### src/rtl/interrupt_sequencer_pkg.sv
// Shared constants for the interrupt entry sequencer: vector selects, entry
// sources, FSM states and the step numbers the flag decoder keys on.
package interrupt_sequencer_pkg;

    typedef enum logic [1:0] {
        VEC_NMI   = 2'd0,  // ADL FA
        VEC_RESET = 2'd1,  // ADL FC
        VEC_IRQ   = 2'd2   // ADL FE, shared by IRQ and BRK
    } vec_sel_e;

    typedef enum logic [1:0] {
        SRC_RESET = 2'd0,
        SRC_NMI   = 2'd1,
        SRC_IRQ   = 2'd2,
        SRC_BRK   = 2'd3
    } seq_src_e;

    typedef enum logic {
        ST_IDLE = 1'b0,
        ST_SEQ  = 1'b1
    } seq_state_e;

    localparam logic [2:0] STEP_PUSH_PCH = 3'd2;
    localparam logic [2:0] STEP_PUSH_PCL = 3'd3;
    localparam logic [2:0] STEP_PUSH_PSR = 3'd4;
    localparam logic [2:0] STEP_VEC_LOW  = 3'd5;
    localparam logic [2:0] STEP_VEC_HIGH = 3'd6;
    localparam logic [2:0] SEQ_LAST      = 3'd6;

    function automatic vec_sel_e src_vector(input seq_src_e src);
        vec_sel_e v;
        case (src)
            SRC_RESET: v = VEC_RESET;
            SRC_NMI:   v = VEC_NMI;
            default:   v = VEC_IRQ;
        endcase
        return v;
    endfunction

endpackage

### src/rtl/interrupt_sequencer_if.sv
// Signal bundle between the decoder/flag logic (master) and the interrupt
// sequencer (slave).
interface interrupt_sequencer_if;
    import interrupt_sequencer_pkg::*;

    // No valid/ready pairs here: instrBoundary and brkRequest are sampled
    // every cycle in IDLE; seqStep, vectorSel and the flags are only
    // meaningful while seqActive is high, and the two pulses last one cycle.
    logic       nmi_n;
    logic       irq_n;
    logic       psrIrqMask;
    logic       instrBoundary;
    logic       brkRequest;

    logic       seqActive;
    logic [2:0] seqStep;
    vec_sel_e   vectorSel;
    logic       pushEnable;
    logic       breakFlag;
    logic       setInterruptMask;
    logic       seqDone;
    seq_state_e seqState;

    modport master (
        output nmi_n, irq_n, psrIrqMask, instrBoundary, brkRequest,
        input  seqActive, seqStep, vectorSel, pushEnable, breakFlag,
               setInterruptMask, seqDone, seqState
    );

    modport slave (
        input  nmi_n, irq_n, psrIrqMask, instrBoundary, brkRequest,
        output seqActive, seqStep, vectorSel, pushEnable, breakFlag,
               setInterruptMask, seqDone, seqState
    );

endinterface

### src/rtl/interrupt_edge_sync.sv
// Multi-flop synchronizer for an asynchronous active-low line, with a
// falling-edge pulse derived from the synchronized value.
module interrupt_edge_sync #(
    parameter int STAGES = 2
) (
    input  logic clk,
    input  logic rst_n,
    input  logic async_i,
    output logic sync_o,
    output logic fall_o
);

    logic [STAGES-1:0] chain_q;
    logic              prev_q;

    // Flops reset to the inactive (high) level so reset never looks like an edge.
    always_ff @(posedge clk or negedge rst_n) begin
        if (!rst_n) begin
            chain_q <= '1;
            prev_q  <= 1'b1;
        end else begin
            chain_q <= {chain_q[STAGES-2:0], async_i};
            prev_q  <= chain_q[STAGES-1];
        end
    end

    assign sync_o = chain_q[STAGES-1];
    assign fall_o = prev_q & ~chain_q[STAGES-1];

endmodule

### src/rtl/interrupt_sequencer.sv
// Arbitrates reset/NMI/IRQ/BRK at instruction boundaries and steps the
// 7-cycle entry sequence, including the late NMI vector hijack.
module interrupt_sequencer
    import interrupt_sequencer_pkg::*;
#(
    parameter int SYNC_STAGES = 2
) (
    input  logic                  clk,
    input  logic                  nrst,
    interrupt_sequencer_if.slave  bus
);

    logic nmi_fall;
    logic nmi_sync_unused;
    logic irq_sync;
    logic irq_fall_unused;
    logic irq_take;

    seq_state_e state_q, state_d;
    logic [2:0] step_q, step_d;
    seq_src_e   src_q, src_d;
    vec_sel_e   vec_q, vec_d;
    logic       reset_pend_q, reset_pend_d;
    logic       nmi_pend_q, nmi_pend_d;
    logic       active;

    interrupt_edge_sync #(.STAGES(SYNC_STAGES)) u_nmi_sync (
        .clk     (clk),
        .rst_n   (nrst),
        .async_i (bus.nmi_n),
        .sync_o  (nmi_sync_unused),
        .fall_o  (nmi_fall)
    );

    interrupt_edge_sync #(.STAGES(SYNC_STAGES)) u_irq_sync (
        .clk     (clk),
        .rst_n   (nrst),
        .async_i (bus.irq_n),
        .sync_o  (irq_sync),
        .fall_o  (irq_fall_unused)
    );

    assign irq_take = ~irq_sync & ~bus.psrIrqMask;

    always_ff @(posedge clk or negedge nrst) begin
        if (!nrst) begin
            state_q      <= ST_IDLE;
            step_q       <= 3'd0;
            src_q        <= SRC_RESET;
            vec_q        <= VEC_RESET;
            reset_pend_q <= 1'b1;
            nmi_pend_q   <= 1'b0;
        end else begin
            state_q      <= state_d;
            step_q       <= step_d;
            src_q        <= src_d;
            vec_q        <= vec_d;
            reset_pend_q <= reset_pend_d;
            nmi_pend_q   <= nmi_pend_d;
        end
    end

    always_comb begin
        state_d      = state_q;
        step_d       = step_q;
        src_d        = src_q;
        vec_d        = vec_q;
        reset_pend_d = reset_pend_q;
        nmi_pend_d   = nmi_pend_q;

        case (state_q)
            ST_IDLE: begin
                if (bus.instrBoundary && (reset_pend_q || nmi_pend_q || irq_take)) begin
                    state_d = ST_SEQ;
                    step_d  = 3'd0;
                    if (reset_pend_q)    src_d = SRC_RESET;
                    else if (nmi_pend_q) src_d = SRC_NMI;
                    else                 src_d = SRC_IRQ;
                    vec_d = src_vector(src_d);
                end else if (bus.brkRequest) begin
                    state_d = ST_SEQ;
                    step_d  = 3'd0;
                    src_d   = SRC_BRK;
                    vec_d   = VEC_IRQ;
                end
            end
            ST_SEQ: begin
                if (step_q == SEQ_LAST) begin
                    state_d = ST_IDLE;
                    step_d  = 3'd0;
                end else begin
                    step_d = step_q + 3'd1;
                end
                // The vector stays open through step 4; leaving step 4 freezes it.
                if (step_q <= STEP_PUSH_PSR) begin
                    if (nmi_pend_q && (src_q == SRC_IRQ || src_q == SRC_BRK)) begin
                        vec_d = VEC_NMI;
                    end
                    if (step_q == STEP_PUSH_PSR) begin
                        if (vec_d == VEC_NMI)    nmi_pend_d   = 1'b0;
                        if (src_q == SRC_RESET)  reset_pend_d = 1'b0;
                    end
                end
            end
            default: begin
                state_d = ST_IDLE;
                step_d  = 3'd0;
            end
        endcase

        // A fresh edge always wins over a same-cycle clear so it is never lost.
        if (nmi_fall) nmi_pend_d = 1'b1;
    end

    assign active = (state_q == ST_SEQ);

    assign bus.seqActive        = active;
    assign bus.seqStep          = step_q;
    assign bus.vectorSel        = vec_q;
    assign bus.pushEnable       = active && (src_q != SRC_RESET) &&
                                  (step_q >= STEP_PUSH_PCH) && (step_q <= STEP_PUSH_PSR);
    assign bus.breakFlag        = active && (src_q == SRC_BRK);
    assign bus.setInterruptMask = active && (step_q == STEP_VEC_LOW);
    assign bus.seqDone          = active && (step_q == STEP_VEC_HIGH);
    assign bus.seqState         = state_q;

endmodule

### src/flat_wrapper.sv
// flat-port wrapper written by rule: the top's interface ports become plain ports
module interrupt_sequencer_flat import interrupt_sequencer_pkg::*;
#(
    parameter int SYNC_STAGES = 2
)
  (clk, nrst, bus_nmi_n, bus_irq_n, bus_psrIrqMask, bus_instrBoundary, bus_brkRequest, bus_seqActive, bus_seqStep, bus_vectorSel, bus_pushEnable, bus_breakFlag, bus_setInterruptMask, bus_seqDone, bus_seqState);
  interrupt_sequencer_if bus_i ();
  input  logic clk;
  input  logic nrst;
  input wire logic [$bits(bus_i.nmi_n)-1:0] bus_nmi_n;
  input wire logic [$bits(bus_i.irq_n)-1:0] bus_irq_n;
  input wire logic [$bits(bus_i.psrIrqMask)-1:0] bus_psrIrqMask;
  input wire logic [$bits(bus_i.instrBoundary)-1:0] bus_instrBoundary;
  input wire logic [$bits(bus_i.brkRequest)-1:0] bus_brkRequest;
  output wire logic [$bits(bus_i.seqActive)-1:0] bus_seqActive;
  output wire logic [$bits(bus_i.seqStep)-1:0] bus_seqStep;
  output wire logic [$bits(bus_i.vectorSel)-1:0] bus_vectorSel;
  output wire logic [$bits(bus_i.pushEnable)-1:0] bus_pushEnable;
  output wire logic [$bits(bus_i.breakFlag)-1:0] bus_breakFlag;
  output wire logic [$bits(bus_i.setInterruptMask)-1:0] bus_setInterruptMask;
  output wire logic [$bits(bus_i.seqDone)-1:0] bus_seqDone;
  output wire logic [$bits(bus_i.seqState)-1:0] bus_seqState;
  assign bus_i.nmi_n = bus_nmi_n;
  assign bus_i.irq_n = bus_irq_n;
  assign bus_i.psrIrqMask = bus_psrIrqMask;
  assign bus_i.instrBoundary = bus_instrBoundary;
  assign bus_i.brkRequest = bus_brkRequest;
  assign bus_seqActive = bus_i.seqActive;
  assign bus_seqStep = bus_i.seqStep;
  assign bus_vectorSel = bus_i.vectorSel;
  assign bus_pushEnable = bus_i.pushEnable;
  assign bus_breakFlag = bus_i.breakFlag;
  assign bus_setInterruptMask = bus_i.setInterruptMask;
  assign bus_seqDone = bus_i.seqDone;
  assign bus_seqState = bus_i.seqState;
  interrupt_sequencer #(.SYNC_STAGES(SYNC_STAGES)) u_core (.clk(clk), .nrst(nrst), .bus(bus_i));
endmodule
### config.mk
export PLATFORM = sky130hd
export DESIGN_NAME = interrupt_sequencer_flat
export DESIGN_NICKNAME = d
export VERILOG_FILES = /design/src/rtl/interrupt_sequencer_pkg.sv /design/src/rtl/interrupt_sequencer_if.sv /design/src/rtl/interrupt_edge_sync.sv /design/src/rtl/interrupt_sequencer.sv /design/src/flat_wrapper.sv
export SDC_FILE = /design/constraint.sdc
export NUM_CORES = 1
export LEC_CHECK = 0
export ABC_AREA = 1
export CAP_MARGIN = 10
export CELL_PAD_IN_SITES_DETAIL_PLACEMENT = 1
export CELL_PAD_IN_SITES_GLOBAL_PLACEMENT = 1
export CORE_ASPECT_RATIO = 1.5
export CORE_MARGIN = 4
export CORE_UTILIZATION = 37
export CTS_BUF_LIST = sky130_fd_sc_hd__clkbuf_16
export CTS_CLUSTER_DIAMETER = 200
export DETAILED_ROUTE_END_ITERATION = 6
export GPL_ROUTABILITY_DRIVEN = 0
export PLACE_DENSITY_LB_ADDON = 0.1
export SLEW_MARGIN = 25
export SYNTH_ARGS = -nofsm -noshare
export SYNTH_HDL_FRONTEND = slang
export SYNTH_SLANG_ARGS = --single-unit
### constraint.sdc
create_clock -name clk -period 1.9 [get_ports clk]
set_input_delay 0.57 -clock clk [delete_from_list [all_inputs] [get_ports clk]]
set_output_delay 0.57 -clock clk [all_outputs]
set_load 0.05 [all_outputs]
# Yosys cells after proc, flatten, opt, wreduce, memory -nomap -nowiden
# Index checks and enable logic that the tools add are counted.
[word_totals] reg_bits=15 in_bits=7 out_inout_bits=11 elab_cells=77
[classes] addsub=1 order_cmp=2 n_eq_ne=8 n_mux=27 bitwise=6 reduce_logical=24
[ops] op="2-bit two-way mux" count=12
[ops] op="2-bit nonzero test" count=6
[ops] op="3-bit equality test (second input constant)" count=3
[ops] op="3-bit two-way mux" count=3
[ops] op="1-bit logical AND" count=8
[ops] op="1-bit two-way mux" count=8
[ops] op="2-bit one-hot mux with 2 select lines" count=2
[ops] op="4-bit AND reduction" count=2
[ops] op="2-bit logical NOT" count=3
[ops] op="3-bit one-hot mux with 2 select lines" count=1
[ops] op="2-bit equality test (second input constant)" count=2
[ops] op="1-bit inverter" count=4
[ops] op="2-bit AND reduction" count=2
[ops] op="3-bit by 1-bit adder with 3-bit output (second input constant)" count=1
[ops] op="3-bit by 2-bit >= comparator with 1-bit output (second input constant)" count=1
[ops] op="3-bit less-or-equal comparator (second input constant)" count=1
[ops] op="1-bit logical OR" count=3
[ops] op="3-bit by 2-bit != test with 1-bit output (second input constant)" count=1
[ops] op="1-bit AND" count=2
[ops] op="2-bit by 1-bit equality test with 1-bit output (second input constant)" count=1
[ops] op="2-bit != test (second input constant)" count=1
[ops] op="1-bit one-hot mux with 2 select lines" count=1

# Longest topological paths before layout
[depth] word_depth=12 mapped_depth=6 depth_no_buf=6

# Modules after synthesis
# Synthesis repeated with hierarchy kept, for this count alone.
[unflattened] cells_unflattened=84 area_unflattened_um2=750.7
[by_module_without_submodules] module="interrupt_sequencer" instances=1 cells_per_inst=74 area_each_um2=573.0 seq_area_each_um2=252.7
[by_module_without_submodules] module="interrupt_edge_sync" instances=2 cells_per_inst=5 area_each_um2=88.8 seq_area_each_um2=78.8

# Worst setup path before layout
# OpenSTA, ideal clock, no wires.
[synth_timing] path_type="register to output" from="register u_core.state_q (netlist: u_core.bus.seqActive)" to="output port bus_setInterruptMask" arrival_time_ns=2.431 required_ns=1.330 path_slack_ns=-1.101 stages_incl_launch_ff=3 n_path_buf=0 path_cell_list="dfrtp_1 inv_1 nor4_1"
[synth_via] elab_chain_cells=1
[synth_lines] element="start: declaration" line="interrupt_sequencer.sv:19" rtl="seq_state_e state_q, state_d;"
[synth_lines] element="start signal: assignment" line="interrupt_sequencer.sv:54" rtl="state_q <= state_d;"
[synth_lines] element="1-bit logical AND" line="interrupt_sequencer.sv:123" rtl="assign bus.setInterruptMask = active && (step_q == STEP_VEC_LOW);"
[synth_lines] element="end: declaration" line="flat_wrapper.sv:20" rtl="output wire logic [$bits(bus_i.setInterruptMask)-1:0] bus_setInterruptMask;"
# No other way between the ends.

# Worst setup path in the final report
[layout_timing] from="register u_core.step_q[1] (netlist: u_core.bus.seqStep[1])" to="output port bus_pushEnable"
[layout_via] elab_chain_cells=3 elab_cells_between_ends=4 classes_between="2 x order compare; 2 x reduce/logical"
[layout_lines] element="start: declaration" line="interrupt_sequencer.sv:20" rtl="logic [2:0] step_q, step_d;"
[layout_lines] element="start signal: assignment" line="interrupt_sequencer.sv:55" rtl="step_q <= step_d;"
[layout_lines] element="3-bit by 2-bit >= comparator with 1-bit output" line="interrupt_sequencer.sv:121" rtl="(step_q >= STEP_PUSH_PCH) && (step_q <= STEP_PUSH_PSR);"
[layout_lines] element="1-bit logical AND" line="interrupt_sequencer.sv:120" rtl="assign bus.pushEnable = active && (src_q != SRC_RESET) &&"
[layout_lines] element="1-bit logical AND *" line="interrupt_sequencer.sv:121"
[layout_lines] element="end: declaration" line="flat_wrapper.sv:18" rtl="output wire logic [$bits(bus_i.pushEnable)-1:0] bus_pushEnable;"
# Mark *: on every way between the ends. The rest lies on a longest branch, timed or not.

==> qor.csv <==
stage,metric,value,unit
synth,synthTopCellsByArea,"dfrtp_1 27%, dfstp_2 25%, nand2_1 11%",
final_layout,final_cell_mix,"21 x nand2_1, 10 x nand3_1, 9 x buf_4, 8 x buf_12, 7 x dfstp_2",
pwr,cellPowerDensity,1940,nW/um^2
final_layout,nets,114,
drt,wl_per_cell,15.4,um
final_layout,fin_cells,127,
worst_setup_path,crit_family,flip-flops,
global_route,grtUsageMet2,27.4,%
clock_network,clkTransAtPathRegs,0.05,ns
final_layout,fin_area,1150,um^2
sta,fin_skew,0.00190,ns
die,io_pins,18,
worst_setup_path,cp.required,1.33,ns
clock_network,cts_tree,done,
final_layout,drive_gt1_share,43.4,%
worst_setup_path,cp.arrival,1.25,ns
global_route,grt_use_total,16.2,%
synth,yosys.cell_types.count,21,
worst_setup_path,crit_path_end_kind,primary output,
worst_setup_path,crit_cells,4,
worst_setup_path,crit_type,reg2out,
final_layout,diodes,0,
clock_network,worstSkewPairLatency,0.24,ns
sta,setup_viol,0,
pwr,leakage,0.510,nW
global_route,grt_pass1_vias,718,
placement,dp.cells,119,
hold_path,holdPathStages,0,
sta,relSlewSlack,80.0,%
worst_setup_path,path_cells,"inv_2, a21oi_4, nor3_4, buf_12",
drt,wirelength,1950,um
worst_setup_path,slowest_stage,dfrtp_2,
status,status,completed,
run,max-cap-violations,0,
die,std_cell_rows,19,
synth,synth_nets,88,
drt,first_pass_iters,4,
sta,period_share,95.6,%
sta,timing.fmax,0.551,GHz
drt,vias,635,
sta,finalHoldViolCount,0,
synth,syn_area,731,um^2
placement,dpl.hpwl,1480,um
drt,detail_route.drc_violations,0,
die,dieArea,2760,um^2
hold_path,min_path_type,reg2reg,
synth,ys_warn_count,0,
pwr,ir_worst_vdd,1.37,mV
global_route,grt_pass1_wl,3340,um
global_route,gr-total-overflow,0,
synth,synth_top_area_share,27.4,%
clock_network,ctsHtreeMaxLevel,1,
synth,seq_area_frac_synth,52.6,%
sta,fin_hold_ws,0.355,ns
synth,yosys_register_bits,15,
synth,syn_avg_cell_area,9.02,um^2
clock_network,cts_buffers,3,
die,dieHeight,62.4,um
placement,portBuffers,17,
drt,ant_nets,0,
clock_network,cts-root-buf,clkbuf_16,
drt,vias_per_cell,5.00,
sta,rsz0062_at_grt,no,
synth,yosys.area.top_type,dfrtp_1,
sta,tightestPinTransition,0.299,ns
die,initial_utilization,39.4,%
drt,drtIter0Drc,7,
final_layout,synthToLayoutAreaGrowth,57.2,%
worst_setup_path,critPathMaxStageDelay,0.45,ns
die,core,1850,um^2
sta,drv_slew,0,
worst_setup_path,ff2ff_setup_slack,0.66,ns
worst_setup_path,start_kind,flip-flop,
global_route,grt_max_degree,16,
global_route,antenna_found_initial,0,
global_route,grt_busiest_layer,met2,
clock_network,clock_path_buffers,2,
final_layout,final_common_cell,nand2_1,
worst_setup_path,rr_worst_depth,5,
global_route,grtUsageMet1,19.3,%
placement,dpl-instance-area,1040,um^2
sta,timing.setup.tns,0,ns
clock_network,cts_hold_buf,0,
worst_setup_path,worst-path-buf-inv,2,
sta,fin_crit,1.82,ns
clock_network,cts_sinks,15,
synth,synthCells,81,
die,fp.dieW,44.3,um
worst_setup_path,worstPathMaxFanout,6,
global_route,use_met3,2.88,%
-- Yosys cell counts --
| cell type | instances |
|---|---|
| o21ai_4 | 1 |
| nor4_1 | 1 |
| nor3_1 | 1 |
| xnor2_1 | 1 |
| nand3b_1 | 2 |
| a21oi_4 | 1 |
| dfrtp_1 | 8 |
| a21oi_1 | 4 |
| nand2_1 | 21 |
| o21ai_1 | 1 |
| nand3_1 | 10 |
| o21ai_0 | 1 |
| dfstp_2 | 7 |
| inv_2 | 2 |
| inv_1 | 5 |
| nand2_2 | 3 |
| nand3_4 | 1 |
| buf_4 | 2 |
| o22ai_1 | 2 |
| nor2_1 | 6 |
| o21a_1 | 1 |
-- state kept, by name, summed over array words and instances (netlist names) --
name / cells
u_core.u_nmi_sync.prev_q: 1
u_core.bus.seqStep: 3
u_core.bus.seqActive: 1
u_core.reset_pend_q: 1
u_core.nmi_pend_q: 1
u_core.u_nmi_sync.chain_q: 2
u_core.u_irq_sync.chain_q: 2
u_core.src_q: 2
u_core.bus.vectorSel: 2
-- metal layers --
metal / vias up / share of wire (%)
met5: - / 0
met4: 0 / 1.7
met3: 4 / 3.1
met2: 13 / 55
met1: 300 / 40
li1: 318 / -
-- timing repair --
item | 4_1_cts | 5_1_grt
endpoints found under the setup margin | 1 | 4
resized for setup | 1 | 2
setup buffers | 0 | 4
-- cell families after synthesis --
family                    synth area share, %
xor gates and xnor gates                 1.20
and+or+nand+nor                          29.3
DFF                                      52.6
AOI/OAI and AO/OA                        11.3
buffers and inverters                    5.65
-- worst paths after layout --
kind	from	end
max	u_core.bus.seqStep[1]$_DFFE_PN0P_	bus_pushEnable
min	u_core.u_irq_sync.chain_q[0]$_DFF_PN1_	u_core.u_irq_sync.chain_q[1]$_DFF_PN1_
max reg2reg	u_core.bus.seqActive$_DFF_PN0_	u_core.bus.vectorSel[1]$_DFFE_PN0P_
min reg2reg	u_core.u_irq_sync.chain_q[0]$_DFF_PN1_	u_core.u_irq_sync.chain_q[1]$_DFF_PN1_
max in group asynchronous	nrst	u_core.u_irq_sync.chain_q[0]$_DFF_PN1_
min in group asynchronous	nrst	u_core.src_q[1]$_DFFE_PN0P_
-- stage by stage --
stage	setup slack [ns]	utilization [%]	total power, mW
CTS	0.0114	60.2	2.19
global placement	0.180	55.9	1.74
detailed placement	0.121	55.9	1.77
global route	0.0161	61.9	2.36
floorplan	0.00153	-	1.29
finish	0.0844	61.9	2.23
-- power breakdown --
part | switching (mW) | total [mW] | internal, mW
registers | 0.123 | 0.543 | 0.421
clock network | 0.126 | 0.407 | 0.281
logic | 0.749 | 1.28 | 0.526
total | 0.998 | 2.23 | 1.23
-- worst register-to-register path, stage by stage (launching register included) --
cell and delay, ns:
dfrtp_2 0.45, buf_4 0.19, nor2_1 0.19, nand3_4 0.13, nand3_1 0.11, nand2_1 0.05
-- area by class of cell --
cell class / instances / area (um^2)
Clock buffer: 3 / 75.1
Clock inverter: 1 / 5.00
Fill cell: 205 / 706
Inverter: 7 / 28.8
Multi-Input combinational cell: 57 / 337
Sequential cell: 15 / 389
Tap cell: 21 / 26.3
Timing Repair Buffer: 23 / 288
Note: power is estimated with default switching activity, not from simulation.
